`config.mk`:
```
export PLATFORM = sky130hd
export DESIGN_NAME = zet_prefetch
export DESIGN_NICKNAME = d
export VERILOG_FILES = /design/src/rtl/zet_prefetch_pkg.sv /design/src/rtl/zet_prefetch_buf.sv /design/src/rtl/zet_prefetch.sv
export SDC_FILE = /design/constraint.sdc
export NUM_CORES = 1
export LEC_CHECK = 0
export ABC_AREA = 1
export CAP_MARGIN = 30
export CELL_PAD_IN_SITES_DETAIL_PLACEMENT = 0
export CELL_PAD_IN_SITES_GLOBAL_PLACEMENT = 2
export CORE_AREA = 2 2 135 137
export CTS_CLUSTER_DIAMETER = 120
export CTS_CLUSTER_SIZE = 16
export DETAILED_ROUTE_END_ITERATION = 12
export DIE_AREA = 0 0 137 139
export HOLD_SLACK_MARGIN = 0.15
export MAX_ROUTING_LAYER = met4
export PLACE_DENSITY_LB_ADDON = 0.3
export REMOVE_ABC_BUFFERS = 1
export SETUP_SLACK_MARGIN = 0.05
export SYNTH_ARGS = -nofsm -noshare
export SYNTH_HDL_FRONTEND = slang
export SYNTH_SLANG_ARGS = --single-unit
```
`constraint.sdc`:
```
create_clock -name clk -period 6.4 [get_ports clk]
set_input_delay 1.28 -clock clk [delete_from_list [all_inputs] [get_ports clk]]
set_output_delay 1.28 -clock clk [all_outputs]
set_load 0.01 [all_outputs]
```
`src/rtl/zet_prefetch_pkg.sv`:
```
// Shared types and defaults for the Zet instruction prefetch queue.
// Optional feature macro: ZET_PREFETCH_BYPASS_EN (see zet_prefetch.sv).
package zet_prefetch_pkg;

    typedef enum logic [1:0] {
        StIdle = 2'd0,
        StReq  = 2'd1,
        StDrop = 2'd2
    } state_e;

    localparam int unsigned DEFAULT_DEPTH    = 6;
    localparam logic [19:0] DEFAULT_RST_ADDR = 20'hFFFF0;

    function automatic int unsigned lvl_width(input int unsigned depth);
        return $clog2(depth + 1);
    endfunction

endpackage

```
`src/rtl/zet_prefetch_buf.sv`:
```
// Byte-wide circular buffer: 1-or-2-byte write port, 2-byte read port, level count.
// Unfilled read lanes return 8'h00.
module zet_prefetch_buf
    import zet_prefetch_pkg::*;
#(
    parameter int unsigned DEPTH = DEFAULT_DEPTH
) (
    input  logic                        clk,
    input  logic                        rst,
    input  logic                        clr,
    input  logic                        wr_en,
    input  logic                        wr_two,
    input  logic [15:0]                 wr_data,
    input  logic                        rd_en,
    input  logic                        rd_two,
    output logic [15:0]                 rd_data,
    output logic [lvl_width(DEPTH)-1:0] level
);

    localparam int unsigned LW = lvl_width(DEPTH);
    localparam int unsigned PW = $clog2(DEPTH);

    logic [7:0]    mem [DEPTH];
    logic [PW-1:0] head_q, head_d, tail_q, tail_d, head_p1, tail_p1;
    logic [LW-1:0] level_q, level_d;
    logic [1:0]    wr_n, rd_n;

    // Pointer advance modulo DEPTH (DEPTH need not be a power of two).
    function automatic logic [PW-1:0] ptr_add(input logic [PW-1:0] p, input logic [1:0] n);
        logic [PW:0] s;
        s = {1'b0, p} + {{(PW-1){1'b0}}, n};
        if (s >= (PW+1)'(DEPTH)) s = s - (PW+1)'(DEPTH);
        return s[PW-1:0];
    endfunction

    always_comb begin
        wr_n    = wr_en ? (wr_two ? 2'd2 : 2'd1) : 2'd0;
        rd_n    = rd_en ? (rd_two ? 2'd2 : 2'd1) : 2'd0;
        head_p1 = ptr_add(head_q, 2'd1);
        tail_p1 = ptr_add(tail_q, 2'd1);
        head_d  = ptr_add(head_q, rd_n);
        tail_d  = ptr_add(tail_q, wr_n);
        level_d = level_q + LW'(wr_n) - LW'(rd_n);
    end

    always_ff @(posedge clk) begin
        if (!rst || clr) begin
            head_q  <= '0;
            tail_q  <= '0;
            level_q <= '0;
        end else begin
            head_q  <= head_d;
            tail_q  <= tail_d;
            level_q <= level_d;
        end
    end

    always_ff @(posedge clk) begin
        if (rst && !clr && wr_en) begin
            mem[tail_q] <= wr_data[7:0];
            if (wr_two) mem[tail_p1] <= wr_data[15:8];
        end
    end

    always_comb begin
        rd_data = 16'h0000;
        if (level_q != '0) rd_data[7:0] = mem[head_q];
        if (level_q >= LW'(2)) rd_data[15:8] = mem[head_p1];
    end

    assign level = level_q;

endmodule

```
`src/rtl/zet_prefetch.sv`:
```
// Zet prefetch queue top: fetch address, bus FSM, flush handling, queue front-end.
// Define ZET_PREFETCH_BYPASS_EN to forward ack data to rd_data when the queue is empty.
module zet_prefetch
    import zet_prefetch_pkg::*;
#(
    parameter int unsigned DEPTH    = DEFAULT_DEPTH,
    parameter logic [19:0] RST_ADDR = DEFAULT_RST_ADDR
) (
    input  logic        clk,
    input  logic        rst,
    input  logic        flush,
    input  logic [19:0] flush_addr,
    input  logic        rd_en,
    input  logic        rd_two,
    output logic [15:0] rd_data,
    output logic        q_block,
    output logic [3:0]  q_level,
    output logic [18:0] mem_adr,
    output logic        mem_stb,
    input  logic        mem_ack,
    input  logic [15:0] mem_dat
);

    localparam int unsigned LW = lvl_width(DEPTH);

    state_e        state_q, state_d;
    logic [19:0]   fa_q, fa_d;
    logic [LW-1:0] level, free, avail;
    logic [15:0]   buf_rd_data, ack_bytes;
    logic [1:0]    need, arr_n;
    logic          ack_take, space_ok, pop;
    logic          buf_wr_en, buf_wr_two, buf_rd_en;
    logic [15:0]   buf_wr_data;

    // Odd fetch address: only the high lane of the returned word belongs to the stream.
    assign ack_take  = (state_q == StReq) && mem_ack && !flush;
    assign arr_n     = fa_q[0] ? 2'd1 : 2'd2;
    assign ack_bytes = fa_q[0] ? {8'h00, mem_dat[15:8]} : mem_dat;
    assign free      = LW'(DEPTH) - level;
    assign space_ok  = fa_q[0] ? (free >= LW'(1)) : (free >= LW'(2));
    assign need      = rd_two ? 2'd2 : 2'd1;

    always_ff @(posedge clk) begin
        if (!rst) begin
            state_q <= StIdle;
            fa_q    <= RST_ADDR;
        end else begin
            state_q <= state_d;
            fa_q    <= fa_d;
        end
    end

    always_comb begin
        state_d = state_q;
        unique case (state_q)
            StIdle: if (flush || space_ok) state_d = StReq;
            StReq: begin
                if (flush)        state_d = mem_ack ? StIdle : StDrop;
                else if (mem_ack) state_d = StIdle;
            end
            StDrop: if (!flush && mem_ack) state_d = StIdle;
            default: state_d = StIdle;
        endcase
    end

    always_comb begin
        mem_stb = (state_q == StReq) || (state_q == StDrop);
        mem_adr = fa_q[19:1];
    end

    always_comb begin
        fa_d = fa_q;
        if (flush)         fa_d = flush_addr;
        else if (ack_take) fa_d = fa_q + {18'd0, arr_n};
    end

`ifdef ZET_PREFETCH_BYPASS_EN
    logic byp;
    assign byp     = (level == '0) && ack_take;
    assign avail   = level + (byp ? LW'(arr_n) : '0);
    assign rd_data = byp ? ack_bytes : buf_rd_data;
`else
    assign avail   = level;
    assign rd_data = buf_rd_data;
`endif

    assign q_block = rd_en && (avail < LW'(need));
    assign pop     = rd_en && !q_block && !flush;

    always_comb begin
        buf_wr_en   = ack_take;
        buf_wr_two  = !fa_q[0];
        buf_wr_data = ack_bytes;
        buf_rd_en   = pop;
`ifdef ZET_PREFETCH_BYPASS_EN
        // Bytes taken straight off the bus never enter the queue.
        if (byp && pop) begin
            buf_rd_en = 1'b0;
            if (need >= arr_n) begin
                buf_wr_en = 1'b0;
            end else begin
                buf_wr_two  = 1'b0;
                buf_wr_data = {8'h00, mem_dat[15:8]};
            end
        end
`endif
    end

    zet_prefetch_buf #(
        .DEPTH(DEPTH)
    ) u_buf (
        .clk    (clk),
        .rst    (rst),
        .clr    (flush),
        .wr_en  (buf_wr_en),
        .wr_two (buf_wr_two),
        .wr_data(buf_wr_data),
        .rd_en  (buf_rd_en),
        .rd_two (rd_two),
        .rd_data(buf_rd_data),
        .level  (level)
    );

    assign q_level = 4'(level);

endmodule
```
# Word level (Yosys, flattened, before mapping)
# Memory sizes are Yosys's and may differ from the RTL's. A register that Yosys moved wholly into a read port is not among the register bits.
# Index checks and enable logic that the tools add are counted.
dict set report classes {
  add_sub_neg 12
  n_lt_le_gt_ge 8
  eq_ne 5
  muxes 26
  n_reduce_logical 18
}
# op count
set op_table {}
lappend op_table {{20-bit two-way mux} 2}
lappend op_table {{20-bit by 2-bit adder with 20-bit output} 1}
lappend op_table {{2-bit two-way mux} 9}
lappend op_table {{4-bit by 3-bit greater-or-equal comparator with 1-bit output (second input constant)} 4}
lappend op_table {{16-bit two-way mux} 1}
lappend op_table {{8-bit two-way mux} 2}
lappend op_table {{3-bit two-way mux} 5}
lappend op_table {{3-bit subtractor (second input constant)} 4}
lappend op_table {{3-bit by 1-bit adder with 4-bit output (second input constant)} 2}
lappend op_table {{3-bit by 2-bit adder with 4-bit output} 2}
lappend op_table {{1-bit logical AND} 8}
lappend op_table {{3-bit by 2-bit greater-or-equal comparator with 1-bit output (second input constant)} 2}
lappend op_table {{1-bit two-way mux} 6}
lappend op_table {{2-bit one-hot mux with 3 select lines} 1}
lappend op_table {{2-bit inequality test (second input constant)} 2}
lappend op_table {{3-bit by 2-bit adder with 3-bit output} 1}
lappend op_table {{3-bit by 1-bit greater-or-equal comparator with 1-bit output (second input constant)} 1}
lappend op_table {{1-bit logical NOT} 3}
lappend op_table {{1-bit logical OR} 3}
lappend op_table {{3-bit by 2-bit < comparator with 1-bit output} 1}
lappend op_table {{3-bit inequality test (second input constant)} 1}
lappend op_table {{3-bit AND reduction} 1}
lappend op_table {{3-bit nonzero test} 1}
lappend op_table {{3-bit by 2-bit subtractor with 3-bit output} 1}
lappend op_table {{other kinds (5)} 5}
dict set report word_totals {
  ff_bits 31
  mem_bits_rw 48
  inputBits 42
  out_inout_bits 41
  wordCells 75
  memories 1
}
# name depth word_bits rd rd_ports_with_merged_regs wr line
set mem_list {}
lappend mem_list {u_buf.mem 6 8 2 1 2 zet_prefetch_buf.sv:23} ;# logic [7:0] mem [DEPTH];

# Logic depth before layout (Yosys ltp)
# Gate-level depths: netlist of run 1.
dict set report logic_depth {
  depth_word 11
  ltp_mapped 13
  ltp_nobuf 13
}

# By module
# From an unflattened synthesis of run 1, not the netlist that was laid out.
dict set report hier_totals {
  cells_unflattened 793
  area_unflattened_um2 5800.6
}
# module instances cells_per_inst area_each_um2 seq_area_each_um2
set modules_own_cells {}
lappend modules_own_cells {zet_prefetch_buf 1 498 4025.1 1621.6}
lappend modules_own_cells {zet_prefetch 1 295 1775.5 440.4}

# Least setup slack after synthesis of run 1
# Ideal clock, no wire load.
dict set report synth_timing {
  path_type {input port to flip-flop}
  startpoint {input mem_ack}
  endpoint {register u_buf.level_q[2] (netlist: u_buf.level[2])}
  setup_time_ns 0.070
  t_arrival_ns 3.462
  setup_slack_ns 2.868
  path_stages 10
  n_path_buf 0
  path_cell_list {nand2_1 nor2_1 inv_1 nor2_1 inv_1 fa_1 inv_1 fa_1 or2_2 a21oi_1}
}
dict set report synth_between {
  elab_chain_cells 5
}
# item line
set synth_lines {}
lappend synth_lines {{start: declaration} zet_prefetch.sv:20} ;# input logic mem_ack,
lappend synth_lines {{1-bit logical AND (2 in a row)} zet_prefetch.sv:36} ;# assign ack_take = (state_q == StReq) && mem_ack && !flush;
lappend synth_lines {{2-bit two-way mux} zet_prefetch_buf.sv:37} ;# wr_n = wr_en ? (wr_two ? 2'd2 : 2'd1) : 2'd0;
lappend synth_lines {{3-bit by 2-bit adder with 3-bit output} zet_prefetch_buf.sv:43} ;# level_d = level_q + LW'(wr_n) - LW'(rd_n);
lappend synth_lines {{3-bit by 2-bit subtractor with 3-bit output} zet_prefetch_buf.sv:43}
lappend synth_lines {{end signal: assignment} zet_prefetch_buf.sv:54} ;# level_q <= level_d;
lappend synth_lines {{end: declaration} zet_prefetch_buf.sv:25} ;# logic [LW-1:0] level_q, level_d;
# Every way passes these cells.
# A chain may end at the register's enable or synchronous reset.

# Worst setup path in the final report of run 1
dict set report layout_timing {
  startpoint {register u_buf.head_q[0]}
  endpoint {output rd_data[12]}
}
dict set report layout_between {
  elab_chain_cells 5
  word_cells_on_any_way 6
}
# item line
set layout_lines {}
lappend layout_lines {{start: declaration} zet_prefetch_buf.sv:24} ;# logic [PW-1:0] head_q, head_d, tail_q, tail_d, head_p1, tail_p1;
lappend layout_lines {{start signal: assignment} zet_prefetch_buf.sv:48} ;# head_q <= '0;
lappend layout_lines {{start signal: assignment} zet_prefetch_buf.sv:52} ;# head_q <= head_d;
lappend layout_lines {{3-bit by 1-bit adder with 4-bit output *} zet_prefetch_buf.sv:31} ;# s = {1'b0, p} + {{(PW-1){1'b0}}, n};
lappend layout_lines {{4-bit by 3-bit greater-or-equal comparator with 1-bit output or 3-bit subtractor (tied branches)} zet_prefetch_buf.sv:32} ;# if (s >= (PW+1)'(DEPTH)) s = s - (PW+1)'(DEPTH);
lappend layout_lines {{3-bit two-way mux *} zet_prefetch_buf.sv:32}
lappend layout_lines {{memory 6 x 8 bit *} n/a}
lappend layout_lines {{8-bit two-way mux *} zet_prefetch_buf.sv:68} ;# if (level_q >= LW'(2)) rd_data[15:8] = mem[head_p1];
lappend layout_lines {{end: declaration} zet_prefetch.sv:15} ;# output logic [15:0] rd_data,
# Mark *: on every way between the ends. The rest lies on a longest branch, timed or not.

==> results of run 1 <==
==> cell type report <==
cell class              count  area, um2  share of cell area [%]
multi-input cells         606       3130                    44.8
flip-flops and latches     79       2060                    29.4
repair buffers             92        886                    12.6
inverters                  93        357                    5.09
well taps                 229        287                    4.09
clock buffers               9        225                    3.22
clock inverters             7       52.6                   0.750
==> synth_stat cells, types with 2 or more instances <==
master / count
a21oi_1: 62
buf_1: 2
buf_2: 4
buf_4: 3
clkbuf_1: 15
dfxtp_1: 31
edfxtp_1: 48
fa_1: 4
ha_1: 20
inv_1: 84
inv_2: 6
mux2i_1: 5
nand2_1: 251
nand2_2: 5
nand2_4: 6
nand3_1: 46
nand3_4: 4
nand4_1: 19
nor2_1: 70
nor2_4: 4
nor3_1: 4
nor3_4: 2
o211ai_1: 8
o21ai_0: 71
o21ai_2: 2
o21bai_1: 2
or2_2: 3
xnor2_1: 6
xor2_1: 2
==> report_power, final <==
part / switching [mW] / internal [mW] / total [mW] / leakage [nW]
Clock: 0.223 / 0.266 / 0.489 / 0.137
Combinational: 0.150 / 0.116 / 0.267 / 2.22
Sequential: 0.0210 / 0.560 / 0.581 / 0.689
Total: 0.394 / 0.942 / 1.34 / 3.04
==> metal layers <==
metal	vias up	share of wire (%)	wire length, um
met3	24	4.2	720
li1	2796	-	-
met5	-	0	0
met1	2468	47	7980
met4	0	2.0	344
met2	161	47	7910
==> stage by stage <==
| step | instances | worst slack, ps |
|---|---|---|
| after floorplan | 778 | 2490 |
| after global placement | 1095 | 2030 |
| after detailed placement | 1099 | 1990 |
| after CTS | 1115 | 1880 |
| after global routing | 1115 | 1490 |
| final | 1115 | 1890 |
==> cell usage in the layout, fill, tap and decap left out, types with 20 or more instances in the layout <==
cell | synthesis | layout
clkdlybuf4s50_1 | 0 | 81
dfxtp_1 | 31 | 31
nand2_1 | 251 | 251
nor2_1 | 70 | 70
a21oi_1 | 62 | 62
nand3_1 | 46 | 46
edfxtp_1 | 48 | 48
o21ai_0 | 71 | 71
inv_1 | 84 | 84
ha_1 | 20 | 20
==> worst max-delay path, delay by kind of cell, from the launching register on <==
kind	cells	cell delay [ps]
fa+ha+maj	1	350
buf+inv	3	1080
flops	1	670
simple gates	8	780
==> cell families after synthesis <==
group / share of synthesized area, %
simple gates: 33.1
compound gates: 14.0
buf+inv: 8.60
flops: 36.3
fa+ha+maj: 5.81
xor+xnor: 1.23
mux: 0.880
other cells: 0.0660
==> sequential cells by signal (all words and copies together) (netlist names) <==
signal,cells
u_buf.level,3
u_buf.tail_q,3
state_q,2
u_buf.head_q,3
u_buf.mem,48
fa_q,20
==> final timing paths <==
kind | from | endpoint | slack (ps) | depth (start not counted)
worst max register to register | state_q[1] | u_buf.level[2] | 3160 | 13
worst min register to register | state_q[0] | state_q[0] | 510 | 2
worst min-delay path | state_q[0] | state_q[0] | 510 | 2
worst max-delay path | u_buf.head_q[0] | rd_data[12] | 1890 | 12
==> impl_metrics.env, run 1 <==
export IMPL_yosysSeqAreaShare_pct=36.3
export IMPL_crit_type="flip-flop to output port"
export IMPL_cp_max_fo=36
export IMPL_max_clock_path_buffers=2
export IMPL_setup_viol=0
export IMPL_syn_to_final_growth_pct=23.2
export IMPL_min_period_over_period_pct=70.4
export IMPL_die_area_um2=19000
export IMPL_setup_tns_ps=0
export IMPL_cp_slowest_stage_delay_ps=670
export IMPL_clock_fmax_ghz=0.222
export IMPL_antenna_found_initial=0
export IMPL_slowest_stage="dfxtp_1"
export IMPL_status="completed"
export IMPL_insertion_delay_ps=350
export IMPL_grt_overflow_total=0
export IMPL_remaining_drc_errors=0
export IMPL_cts_tree="yes"
export IMPL_postRouteAntennaNets=0
export IMPL_finalMaxSlewViolations=0
export IMPL_routed_wl_mm=17.0
export IMPL_rows=49
export IMPL_cts_root_buf="clkbuf_16"
export IMPL_cts_setup_buffers=0
export IMPL_syn_area_um2=5690
export IMPL_synth_top_area_share_pct=25.4
export IMPL_syn_inst=804
export IMPL_port_buffers=81
export IMPL_drtPass1Iterations=5
export IMPL_wire_per_inst_um=15.2
export IMPL_cp_end_kind="output port"
export IMPL_finalInstanceArea_um2=7000
export IMPL_grtUsageMet3_pct=3.14
export IMPL_cts_resized=0
export IMPL_cts_buffers=9
export IMPL_synthTopCellsByArea="edfxtp_1, nand2_1, dfxtp_1"
export IMPL_ys_flop_type="edfxtp_1"
export IMPL_cts_sinks=79
export IMPL_path_clk_slew_ps=70
export IMPL_cts_hold_buf=0
export IMPL_finalPower_mw=1.34
export IMPL_met1_usage_pct=25.1
export IMPL_final_util_pct=39.7
export IMPL_grt_use_total_pct=19.0
export IMPL_clock_skew_final_ps=7.83
export IMPL_yosysTopAreaCell="edfxtp_1"
export IMPL_nets=947
export IMPL_place_area_um2=6730
export IMPL_hold_path_class="flip-flop to flip-flop"
export IMPL_cp_start_kind="flip-flop"
export IMPL_peakVddDrop_uv=109
export IMPL_synth_warnings=0
export IMPL_tightest_slew_ps=883
export IMPL_synth_async_reset_ratio_pct=0
export IMPL_top_usage_layer="met2"
export IMPL_relSlewSlack_pct=40.5
export IMPL_finalHoldWorstSlack_ps=514
export IMPL_cap_viol_max_count=0
export IMPL_start_util_pct=32.2
export IMPL_critPathArrivalTime_ps=3230
export IMPL_core_um2=17700
export IMPL_synth_edf_count=48
export IMPL_drive_gt1_share_pct=7.22
export IMPL_grt_pass1_vias=5126
export IMPL_fin_crit_ps=4510
export IMPL_vias=5449
export IMPL_synth_area_per_cell_um2=7.07
export IMPL_gp_congestion=0.858
export IMPL_ys_seq_elements=79
export IMPL_diodes=0
export IMPL_grt_max_degree=37
export IMPL_drt_iter0_markers=378
export IMPL_htree_levels=3
export IMPL_ios=83
export IMPL_finalHoldViolCount=0
export IMPL_viasPerCell=4.89
export IMPL_crit_path_cell_trace="buf_4 -> ha_1 -> nand2_1 -> nand3_1 -> nand2_1 -> nand2_1 -> nand2_2 -> inv_1 -> nor2_1 -> nor2_1 -> nor2_1 -> clkdlybuf4s50_1"
export IMPL_die_h_um=139
export IMPL_worstPathRequired_ps=5120
export IMPL_grt_pass1_wl_mm=27.4
export IMPL_hpwl_mm=13.4
export IMPL_rsz0062_at_grt="no"
export IMPL_p_leak_nw=3.04
export IMPL_die_width_um=137
export IMPL_p_per_area_nw_per_um2=191
export IMPL_met2_usage_pct=30.0
export IMPL_ys_types=44
export IMPL_fillCellCount=1833
(Power assumes the default switching activity.)
==> inputs of run 2 (changes only) <==
--- a/config.mk
+++ b/config.mk
@@ -9,11 +9,11 @@
 export CAP_MARGIN = 30
 export CELL_PAD_IN_SITES_DETAIL_PLACEMENT = 0
 export CELL_PAD_IN_SITES_GLOBAL_PLACEMENT = 2
-export CORE_AREA = 2 2 135 137
+export CORE_AREA = 2 2 139 141
 export CTS_CLUSTER_DIAMETER = 120
 export CTS_CLUSTER_SIZE = 16
 export DETAILED_ROUTE_END_ITERATION = 12
-export DIE_AREA = 0 0 137 139
+export DIE_AREA = 0 0 141 143
 export HOLD_SLACK_MARGIN = 0.15
 export MAX_ROUTING_LAYER = met4
 export PLACE_DENSITY_LB_ADDON = 0.3
==> constraint.sdc (replaced) <==
create_clock -name clk -period 4.4 [get_ports clk]
set_input_delay 0.88 -clock clk [delete_from_list [all_inputs] [get_ports clk]]
set_output_delay 0.88 -clock clk [all_outputs]
set_load 0.01 [all_outputs]
==> run 2 against run 1 <==
Against the previous run: sequential power grew 46%; flip-flop and latch count is the same; combinational power grew 49%; global-route usage is 0.64 points lower; die area grew 5.9%; critical path type unchanged; sequential share of layout area fell by 0.24 points; largest cell class unchanged; wire length grew 3.7%; critical endpoint is now rd_data[13].
==> impl_metrics.env, run 2 (synthesized netlist as in run 1, its figures left out) <==
export IMPL_ios=83
export IMPL_start_util_pct=30.6
export IMPL_grt_max_degree=40
export IMPL_place_area_um2=6760
export IMPL_slowest_stage="dfxtp_1"
export IMPL_cp_start_kind="flip-flop"
export IMPL_remaining_drc_errors=0
export IMPL_peakVddDrop_uv=192
export IMPL_htree_levels=3
export IMPL_finalInstanceArea_um2=7060
export IMPL_vias=5563
export IMPL_cts_resized=0
export IMPL_diodes=0
export IMPL_insertion_delay_ps=340
export IMPL_p_per_area_nw_per_um2=285
export IMPL_antenna_found_initial=0
export IMPL_fillCellCount=1905
export IMPL_fin_crit_ps=3660
export IMPL_drt_iter0_markers=333
export IMPL_setup_viol=0
export IMPL_cts_tree="yes"
export IMPL_cp_top_family="simple AND/OR/NAND/NOR gates"
export IMPL_die_h_um=143
export IMPL_reg2regPathDepth=12
export IMPL_cts_root_buf="clkbuf_16"
export IMPL_clock_skew_final_ps=6.69
export IMPL_worst_slack_ps=738
export IMPL_hold_path_cell_count=2
export IMPL_critPathArrivalTime_ps=2780
export IMPL_grt_overflow_total=0
export IMPL_min_period_over_period_pct=83.2
export IMPL_grt_pass1_wl_mm=27.7
export IMPL_r2r_slack_ps=1370
export IMPL_wire_per_inst_um=15.7
export IMPL_cts_buffers=9
export IMPL_die_area_um2=20200
export IMPL_cp_end_kind="output port"
export IMPL_hpwl_mm=13.9
export IMPL_relSlewSlack_pct=29.0
export IMPL_cp_max_fo=17
export IMPL_cap_viol_max_count=0
export IMPL_cp_slowest_stage_delay_ps=630
export IMPL_grt_use_total_pct=18.4
export IMPL_final_util_pct=38.0
export IMPL_regMostFlops="u_buf.mem"
export IMPL_drtPass1Iterations=5
export IMPL_finalMaxSlewViolations=0
export IMPL_crit_path_cell_trace="ha_1 -> nand2_1 -> nand3_1 -> nand2_1 -> nand2_1 -> nand2_2 -> inv_1 -> nor2_1 -> nor2_1 -> nor2_1 -> clkdlybuf4s50_1"
export IMPL_r2r_start="state_q[1]"
export IMPL_dp_slack_ps=555
export IMPL_finalHoldViolCount=0
export IMPL_setup_tns_ps=0
export IMPL_rows=50
export IMPL_hold_start="state_q[0]"
export IMPL_hold_end="state_q[0]"
export IMPL_rr_endpoint="u_buf.level[2]"
export IMPL_viasPerCell=4.95
export IMPL_path_clk_slew_ps=60
export IMPL_hold_path_class="flip-flop to flip-flop"
export IMPL_final_common_cell="nand2_1"
export IMPL_rsz0062_at_grt="no"
export IMPL_crit_type="flip-flop to output port"
export IMPL_cts_hold_buf=0
export IMPL_syn_to_final_growth_pct=24.2
export IMPL_postRouteAntennaNets=0
export IMPL_routed_wl_mm=17.6
export IMPL_path_buf_inv=2
export IMPL_cts_sinks=79
export IMPL_nets=950
export IMPL_worstPathRequired_ps=3520
export IMPL_cts_setup_buffers=0
export IMPL_status="completed"
export IMPL_final_cell_mix="nand2_1, inv_1, clkdlybuf4s50_1"
export IMPL_drive_gt1_share_pct=7.54
export IMPL_die_width_um=141
export IMPL_largest_register_ffs=48
export IMPL_clock_fmax_ghz=0.273
export IMPL_grt_pass1_vias=5183
export IMPL_reg_top3="u_buf.mem (48), fa_q (20)"
export IMPL_tightest_slew_ps=1050
export IMPL_p_leak_nw=3.07
export IMPL_gp_congestion=0.835
export IMPL_core_um2=18600
export IMPL_max_clock_path_buffers=2
export IMPL_port_buffers=81
==> run 2: cell count changes in the layout (fill, tap and decap cells not counted) <==
cell	delta
clkinvlp_4	-1
bufinv_16	+1
buf_4	+4
clkinv_4	+1
clkinv_2	-1
buf_2	-1
==> run 2: cell type report <==
| class | instances | area, um2 | area share [%] |
|---|---|---|---|
| clock inverters | 7 | 78.8 | 1.12 |
| clock buffers | 9 | 225 | 3.19 |
| repair buffers | 95 | 911 | 12.9 |
| flip-flops and latches | 79 | 2060 | 29.2 |
| well taps | 234 | 293 | 4.15 |
| inverters | 93 | 357 | 5.05 |
| multi-input cells | 606 | 3130 | 44.4 |
==> run 2: report_power, final <==
| part | switching (mW) | total (mW) | internal (mW) | leakage [nW] |
|---|---|---|---|---|
| Clock | 0.321 | 0.767 | 0.446 | 0.151 |
| Sequential | 0.0314 | 0.846 | 0.814 | 0.689 |
| Combinational | 0.225 | 0.397 | 0.171 | 2.23 |
| Total | 0.577 | 2.01 | 1.43 | 3.07 |
==> run 2: how the worst max path moves through the flow <==
| stage | slack [ps] | startpoint | cells past startpoint | endpoint |
|---|---|---|---|---|
| after floorplan | 890 | mem_ack | 10 | u_buf.level[2] |
| after global placement | 640 | mem_ack | 11 | u_buf.level[2] |
| after detailed placement | 550 | mem_ack | 11 | u_buf.level[2] |
| after CTS | 720 | u_buf.head_q[0] | 9 | rd_data[9] |
| after global routing | 440 | u_buf.head_q[0] | 11 | rd_data[13] |
| final | 740 | u_buf.head_q[0] | 11 | rd_data[13] |
==> run 2: metrics by stage <==
step           cells  hold WS (ps)  power [mW]
2_1_floorplan    778           478        1.07
3_3_place_gp    1102           489        1.25
3_5_place_dp    1107           505        1.26
4_1_cts         1123           512        2.03
5_1_grt         1123           547        2.11
6_report        1123           510        2.01
==> run 2: metal layers <==
metal | GRT usage (%) | vias to the layer above | wire length [um]
li1 | - | 2813 | -
met4 | 4.95 | 0 | 367
met3 | 3.76 | 29 | 1020
met5 | - | - | 0
met1 | 25.3 | 2526 | 8300
met2 | 27.7 | 195 | 7890
==> run 2: worst register-to-register path, stage by stage (launching register included) <==
cell and delay [ps]:
dfxtp_1 310, inv_1 90, ha_1 200, nand2_1 210, nor2_1 180, inv_1 150, nor2_1 300, inv_1 120
fa_1 520, inv_1 60, fa_1 420, or2_2 300, a21oi_1 120
